### src/rtl/bp_be_dcache_port_arbiter.sv
// Shares the D$ request port between the exe mem pipe and the PTW. Ptag is steered at accept+1 and early valid at accept+2.
// Backpressure comes from dcache_ready_i; exe is held off while a walk is pending, draining, or owning the port.
module bp_be_dcache_port_arbiter #(
  parameter int pkt_width_p  = 64,
  parameter int ptag_width_p = 28,
  parameter int data_width_p = 64
) (
  input  logic                    clk_i,
  input  logic                    reset_i,
  input  logic                    flush_i,
  input  logic                    exe_v_i,
  input  logic [pkt_width_p-1:0]  exe_pkt_i,
  output logic                    exe_ready_o,
  input  logic [ptag_width_p-1:0] exe_ptag_i,
  input  logic                    exe_ptag_v_i,
  input  logic                    exe_ptag_uncached_i,
  output logic                    exe_early_v_o,
  output logic [data_width_p-1:0] exe_early_data_o,
  input  logic                    ptw_req_i,
  output logic                    ptw_grant_o,
  input  logic                    ptw_done_i,
  input  logic                    ptw_v_i,
  input  logic [pkt_width_p-1:0]  ptw_pkt_i,
  output logic                    ptw_ready_o,
  input  logic [ptag_width_p-1:0] ptw_ptag_i,
  input  logic                    ptw_ptag_v_i,
  output logic                    ptw_early_v_o,
  output logic [data_width_p-1:0] ptw_early_data_o,
  output logic                    dcache_v_o,
  output logic [pkt_width_p-1:0]  dcache_pkt_o,
  input  logic                    dcache_ready_i,
  output logic [ptag_width_p-1:0] dcache_ptag_o,
  output logic                    dcache_ptag_v_o,
  output logic                    dcache_ptag_uncached_o,
  input  logic                    dcache_early_v_i,
  input  logic [data_width_p-1:0] dcache_early_data_i
);

  typedef enum logic [1:0] {E_EXE, E_DRAIN, E_PTW} state_e;

  state_e state;
  logic   s1_v, s1_ptw, s2_v, s2_ptw;
  logic   s1_live, s2_live, exe_inflight, accept;

  // A flush kills exe-owned entries in place; walker entries survive it.
  assign s1_live      = s1_v & ~(flush_i & ~s1_ptw);
  assign s2_live      = s2_v & ~(flush_i & ~s2_ptw);
  assign exe_inflight = (s1_live & ~s1_ptw) | (s2_live & ~s2_ptw);

  assign exe_ready_o = ~reset_i & (state == E_EXE) & ~ptw_req_i & ~flush_i & dcache_ready_i;
  assign ptw_grant_o = ~reset_i & (state == E_PTW);
  assign ptw_ready_o = ptw_grant_o & dcache_ready_i;

  always_comb begin
    dcache_v_o   = 1'b0;
    dcache_pkt_o = exe_pkt_i;
    if (state == E_PTW) begin
      dcache_v_o   = ptw_v_i;
      dcache_pkt_o = ptw_pkt_i;
    end else if (state == E_EXE) begin
      dcache_v_o = exe_v_i & ~ptw_req_i & ~flush_i;
    end
    if (reset_i) dcache_v_o = 1'b0;
  end

  assign accept = dcache_v_o & dcache_ready_i;

  always_comb begin
    dcache_ptag_o          = exe_ptag_i;
    dcache_ptag_v_o        = s1_live & exe_ptag_v_i;
    dcache_ptag_uncached_o = s1_live & exe_ptag_uncached_i;
    if (s1_ptw) begin
      dcache_ptag_o          = ptw_ptag_i;
      dcache_ptag_v_o        = s1_live & ptw_ptag_v_i;
      dcache_ptag_uncached_o = 1'b0;
    end
  end

  assign exe_early_v_o    = s2_live & ~s2_ptw & dcache_early_v_i;
  assign ptw_early_v_o    = s2_live &  s2_ptw & dcache_early_v_i;
  assign exe_early_data_o = dcache_early_data_i;
  assign ptw_early_data_o = dcache_early_data_i;

  always_ff @(posedge clk_i or posedge reset_i) begin
    if (reset_i) begin
      state  <= E_EXE;
      s1_v   <= 1'b0;
      s1_ptw <= 1'b0;
      s2_v   <= 1'b0;
      s2_ptw <= 1'b0;
    end else begin
      s1_v   <= accept;
      s1_ptw <= (state == E_PTW);
      s2_v   <= s1_live;
      s2_ptw <= s1_ptw;
      unique case (state)
        E_EXE:   if (ptw_req_i)     state <= E_DRAIN;
        E_DRAIN: if (~exe_inflight) state <= E_PTW;
        E_PTW:   if (ptw_done_i)    state <= E_EXE;
        default:                    state <= E_EXE;
      endcase
    end
  end

endmodule
### config.mk
export PLATFORM = sky130hd
export DESIGN_NAME = bp_be_dcache_port_arbiter
export DESIGN_NICKNAME = d
export VERILOG_FILES = /design/src/rtl/bp_be_dcache_port_arbiter.sv
export SDC_FILE = /design/constraint.sdc
export NUM_CORES = 1
export LEC_CHECK = 0
export BUFFER_PORTS_ARGS = -buffer_cell sky130_fd_sc_hd__clkbuf_2
export CAP_MARGIN = 20
export CORE_AREA = 4 4 188 190
export DETAILED_ROUTE_END_ITERATION = 12
export DIE_AREA = 0 0 192 194
export GPL_ROUTABILITY_DRIVEN = 0
export HOLD_SLACK_MARGIN = 0.15
export RECOVER_POWER = 50
export SYNTH_ARGS = -nofsm -noshare
export SYNTH_HDL_FRONTEND = slang
export SYNTH_SLANG_ARGS = --single-unit
### constraint.sdc
create_clock -name clk_i -period 2.5 [get_ports clk_i]
set_input_delay 0.25 -clock clk_i [delete_from_list [all_inputs] [get_ports clk_i]]
set_output_delay 0.25 -clock clk_i [all_outputs]
set_load 0.005 [all_outputs]
==> impl_metrics.prom <==
# TYPE chip_impl_metric gauge
chip_impl_info{name="run_status",value="complete, no violations"} 1
chip_impl_metric{name="final_net_count",unit=""} 690
chip_impl_metric{name="globalRouteOverflowTotal",unit=""} 0
chip_impl_metric{name="yosysUniqueCellTypes",unit=""} 24
chip_impl_metric{name="cts_num_sinks",unit=""} 6
chip_impl_metric{name="routed_wirelength",unit="um"} 10820
chip_impl_metric{name="globalRouteTotalUtil",unit=""} 0.04944
chip_impl_info{name="synth_top_family_by_area",value="multiplexers"} 1
chip_impl_metric{name="drt_drc_violations_left",unit=""} 0
chip_impl_info{name="critical_path.endpoint",value="dcache_pkt_o[63]"} 1
chip_impl_info{name="slowest_stage",value="sky130_fd_sc_hd__dfrtp_1"} 1
chip_impl_metric{name="setup_slack",unit="ps"} 363.7
chip_impl_metric{name="hpwlAfterDp",unit="um"} 9991
chip_impl_metric{name="drive_above_1_share",unit=""} 0.9276
chip_impl_metric{name="power_per_standard_cell_area",unit="nW/um^2"} 605.7
chip_impl_metric{name="row_count",unit=""} 67
chip_impl_info{name="yosysMostFrequentCell",value="sky130_fd_sc_hd__buf_4"} 1
chip_impl_metric{name="ys_seq_elements",unit=""} 6
chip_impl_metric{name="synth.cell_area",unit="um^2"} 2624
chip_impl_info{name="setup_repair_after_global_routing_missed_its_margin",value="false"} 1
chip_impl_metric{name="synth_largest_type_area_fraction",unit=""} 0.3662
chip_impl_metric{name="grt_pass1_wl",unit="um"} 14300
chip_impl_metric{name="report.final.hold_viol_count",unit=""} 0
chip_impl_metric{name="vias",unit=""} 2432
chip_impl_info{name="setup.worst_path.class",value="flop to output port"} 1
chip_impl_info{name="netlist.top_cell.by_area",value="sky130_fd_sc_hd__buf_4"} 1
chip_impl_metric{name="cts_resized",unit=""} 0
chip_impl_metric{name="fin_tns_setup",unit="ps"} 0
chip_impl_metric{name="worst-endpoint-arrival",unit="ps"} 1890
chip_impl_metric{name="worst-r2r-setup-slack",unit="ps"} 1230
chip_impl_metric{name="synth_async_sr_flop_share",unit=""} 1.000
chip_impl_metric{name="dieArea",unit="um^2"} 37250
chip_impl_metric{name="vias_in_the_first_global_route",unit=""} 2444
chip_impl_metric{name="postSynthAreaPerCell",unit="um^2"} 10.05
chip_impl_metric{name="timing.critical_path.depth",unit=""} 4
chip_impl_metric{name="number_of_maximum_capacitance_constraint_violations",unit=""} 0
chip_impl_metric{name="cts_buffers",unit=""} 3
chip_impl_metric{name="critical-path-max-stage-delay",unit="ps"} 450
chip_impl_metric{name="wl_per_cell",unit="um"} 12.35
chip_impl_metric{name="core",unit="um^2"} 33450
chip_impl_metric{name="timing.final.max_slew_violations",unit=""} 0
chip_impl_metric{name="syn_inst",unit=""} 261
chip_impl_metric{name="initialDrtViolationCount",unit=""} 42
chip_impl_info{name="crit_chain",value="nor2b_4 > buf_4 > mux2_2 > clkbuf_2"} 1
chip_impl_metric{name="detailedPlace.worstSlack",unit="ps"} 512.9
chip_impl_metric{name="warnings_from_yosys",unit=""} 0
chip_impl_info{name="worstHoldPathType",value="primary input to flop"} 1
chip_impl_info{name="prevailing_post_synth_register_cell",value="sky130_fd_sc_hd__dfrtp_1"} 1
chip_impl_metric{name="insertion_delay",unit="ps"} 230
chip_impl_metric{name="post_synth_xor_area_fraction",unit=""} 0
chip_impl_metric{name="die_width",unit="um"} 192
chip_impl_info{name="tritoncts",value="built"} 1
chip_impl_metric{name="synthSimpleGateAreaFrac",unit=""} 0.03195
chip_impl_metric{name="count_of_nets_left_with_antenna_violations_after_detail_routing",unit=""} 0
chip_impl_metric{name="maximum_number_of_pins_on_one_net_before_global_route_repair",unit=""} 27
chip_impl_metric{name="cellLeakagePower",unit="uW"} 0.001979
chip_impl_info{name="endpoint_of_the_most_critical_register_to_register_path",value="s1_v$_DFF_PP0_"} 1
chip_impl_info{name="crit_start",value="state[0]$_DFFE_PP0P_"} 1
chip_impl_metric{name="synth-seq-area-share",unit=""} 0.05722
chip_impl_metric{name="vdd_ir_drop_max",unit="mV"} 0.2129
chip_impl_metric{name="worst-path-max-fanout",unit=""} 11
chip_impl_info{name="critPathTopFamily",value="flip-flops"} 1
chip_impl_metric{name="detailedRoute.firstPassIterationCount",unit=""} 4
chip_impl_metric{name="worst_clock_skew",unit="ps"} 4.425
chip_impl_metric{name="fp.dieH",unit="um"} 194
chip_impl_metric{name="cts-root-to-sink-buffers",unit=""} 2
chip_impl_metric{name="cts.htree.levels",unit=""} 1
chip_impl_metric{name="synth_compound_area_frac",unit=""} 0.01764
chip_impl_metric{name="clock.fmax",unit="GHz"} 0.4681
chip_impl_metric{name="worst_pin_slew",unit="ps"} 474.6
chip_impl_metric{name="synth_enable_flop_cells",unit=""} 0
chip_impl_metric{name="start_util",unit=""} 0.07844
chip_impl_info{name="crit-reg2reg-launch",value="state[0]$_DFFE_PP0P_"} 1
chip_impl_metric{name="setup-violations-final",unit=""} 0
chip_impl_metric{name="top_level_ports",unit=""} 488
chip_impl_metric{name="portBuffers",unit=""} 295
chip_impl_info{name="hold_path_startpoint",value="dcache_ready_i"} 1
chip_impl_metric{name="mappedNetlistNets",unit=""} 521
chip_impl_metric{name="reg2reg_depth",unit=""} 3
chip_impl_metric{name="viasPerCell",unit=""} 2.776
chip_impl_metric{name="antenna_violations_before_repair",unit=""} 0
chip_impl_metric{name="cp.buffers_inverters",unit=""} 2
chip_impl_metric{name="required",unit="ps"} 2250
chip_impl_info{name="netlist_top_cells_area",value="sky130_fd_sc_hd__buf_4 37%, sky130_fd_sc_hd__mux2_4 28%, sky130_fd_sc_hd__mux2_2 18%"} 1
chip_impl_info{name="critical_path.startpoint_type",value="flop"} 1
chip_impl_metric{name="area_growth",unit="%"} 42.11
chip_impl_metric{name="area_share_of_fa_ha_maj_cells_after_synthesis",unit=""} 0
chip_impl_info{name="netlist_top_cells_count",value="128 x sky130_fd_sc_hd__buf_4, 49 x sky130_fd_sc_hd__mux2_4, 43 x sky130_fd_sc_hd__mux2_2"} 1
chip_impl_metric{name="antenna_cells",unit=""} 0
chip_impl_metric{name="fillCellCount",unit=""} 3863
chip_impl_info{name="timing.critical_path.to_type",value="output port"} 1
chip_impl_metric{name="timing.slew.headroom",unit=""} 0.6829
chip_impl_metric{name="final_min_period_over_clock_period",unit=""} 0.8545
chip_impl_metric{name="cts.clk_slew.worst_paths",unit="ps"} 40
chip_impl_metric{name="fin_crit",unit="ps"} 2136
chip_impl_metric{name="synthMuxAreaShare",unit=""} 0.4726
chip_impl_info{name="clockRootBuffer",value="sky130_fd_sc_hd__clkbuf_16"} 1
==> worst min path at each step <==
stage                       endpoint  slack (ps)  cells after the start
global placement      s1_v$_DFF_PP0_         220                      2
floorplan           s1_ptw$_DFF_PP0_          40                      1
global route          s1_v$_DFF_PP0_         290                      2
detailed placement    s1_v$_DFF_PP0_         220                      2
CTS                   s1_v$_DFF_PP0_         270                      2
finish                s1_v$_DFF_PP0_         270                      2
==> worst reg2reg max path: cells and delay by family (launching register included) <==
| kind | cells | cell delay [ps] |
|---|---|---|
| AO/OA/AOI/OAI | 1 | 260 |
| flip-flops | 1 | 450 |
| AND/OR/NAND/NOR | 2 | 500 |
==> final cells by class <==
type                       count  area (um^2)  share of cell area
clock buffer                   3        75.07             0.02013
sequential                     6        150.1             0.04027
inverter                       3        11.26            0.003020
timing repair buffer         302         1556              0.4174
tap                          448        560.5              0.1503
multi-input combinational    114         1375              0.3688
==> report_power, final <==
group	total, uW	switching, uW	internal, uW
sequential	160	32.5	127
combinational	1840	736	1110
clock	255	50.3	205
==> logic make-up after synthesis <==
group,count (synthesis)
AND/OR/NAND/NOR,14
flip-flops,6
AO/OA/AOI/OAI,6
buffers and inverters,141
multiplexers,94
==> stage by stage <==
step | util | cells | hold slack, ps | instance area, um^2 | power (uW)
after floorplan | - | 261 | 40.96 | 2624 | 1562
after global placement | 0.1089 | 872 | 222.7 | 3643 | 2011
after detailed placement | 0.1089 | 872 | 215.5 | 3643 | 2039
after CTS | 0.1115 | 876 | 274.2 | 3729 | 2306
after global routing | 0.1115 | 876 | 291.4 | 3729 | 2421
final | 0.1115 | 876 | 270.5 | 3729 | 2259
==> timing repair <==
item	4_1_cts	5_1_grt
setup buffers	0	0
endpoints found under the hold margin	6	0
hold buffers	1	0
==> cell usage in the layout, fill, tap and decap left out, drive strengths merged <==
| master | n |
|---|---|
| o21a | 1 |
| and2 | 2 |
| a21o | 1 |
| dlygate4sd3 | 1 |
| mux2i | 2 |
| nand2 | 1 |
| nor3 | 2 |
| nor4bb | 1 |
| dfrtp | 6 |
| a22o | 1 |
| and3 | 1 |
| clkbuf | 298 |
| a21boi | 1 |
| nor2 | 3 |
| nor3b | 2 |
| inv | 3 |
| a21oi | 1 |
| buf | 6 |
| nor2b | 2 |
| a32o | 1 |
| mux2 | 92 |
==> sequential cells by signal, summed over array words and instances (netlist names) <==
signal and cells:
state 2, s1_ptw 1, s2_v 1, s1_v 1, s2_ptw 1
==> per-layer routing <==
| metal | up-vias | part of all wire | GRT usage |
|---|---|---|---|
| met2 | 307 | 0.45 | 0.07934 |
| met3 | 10 | 0.19 | 0.03655 |
| met5 | - | 0 | 0.006631 |
| met4 | 0 | 0.0076 | 0.007396 |
| met1 | 1022 | 0.35 | 0.05322 |
| li1 | 1093 | - | - |
Note: power is estimated with default switching activity, not from simulation.
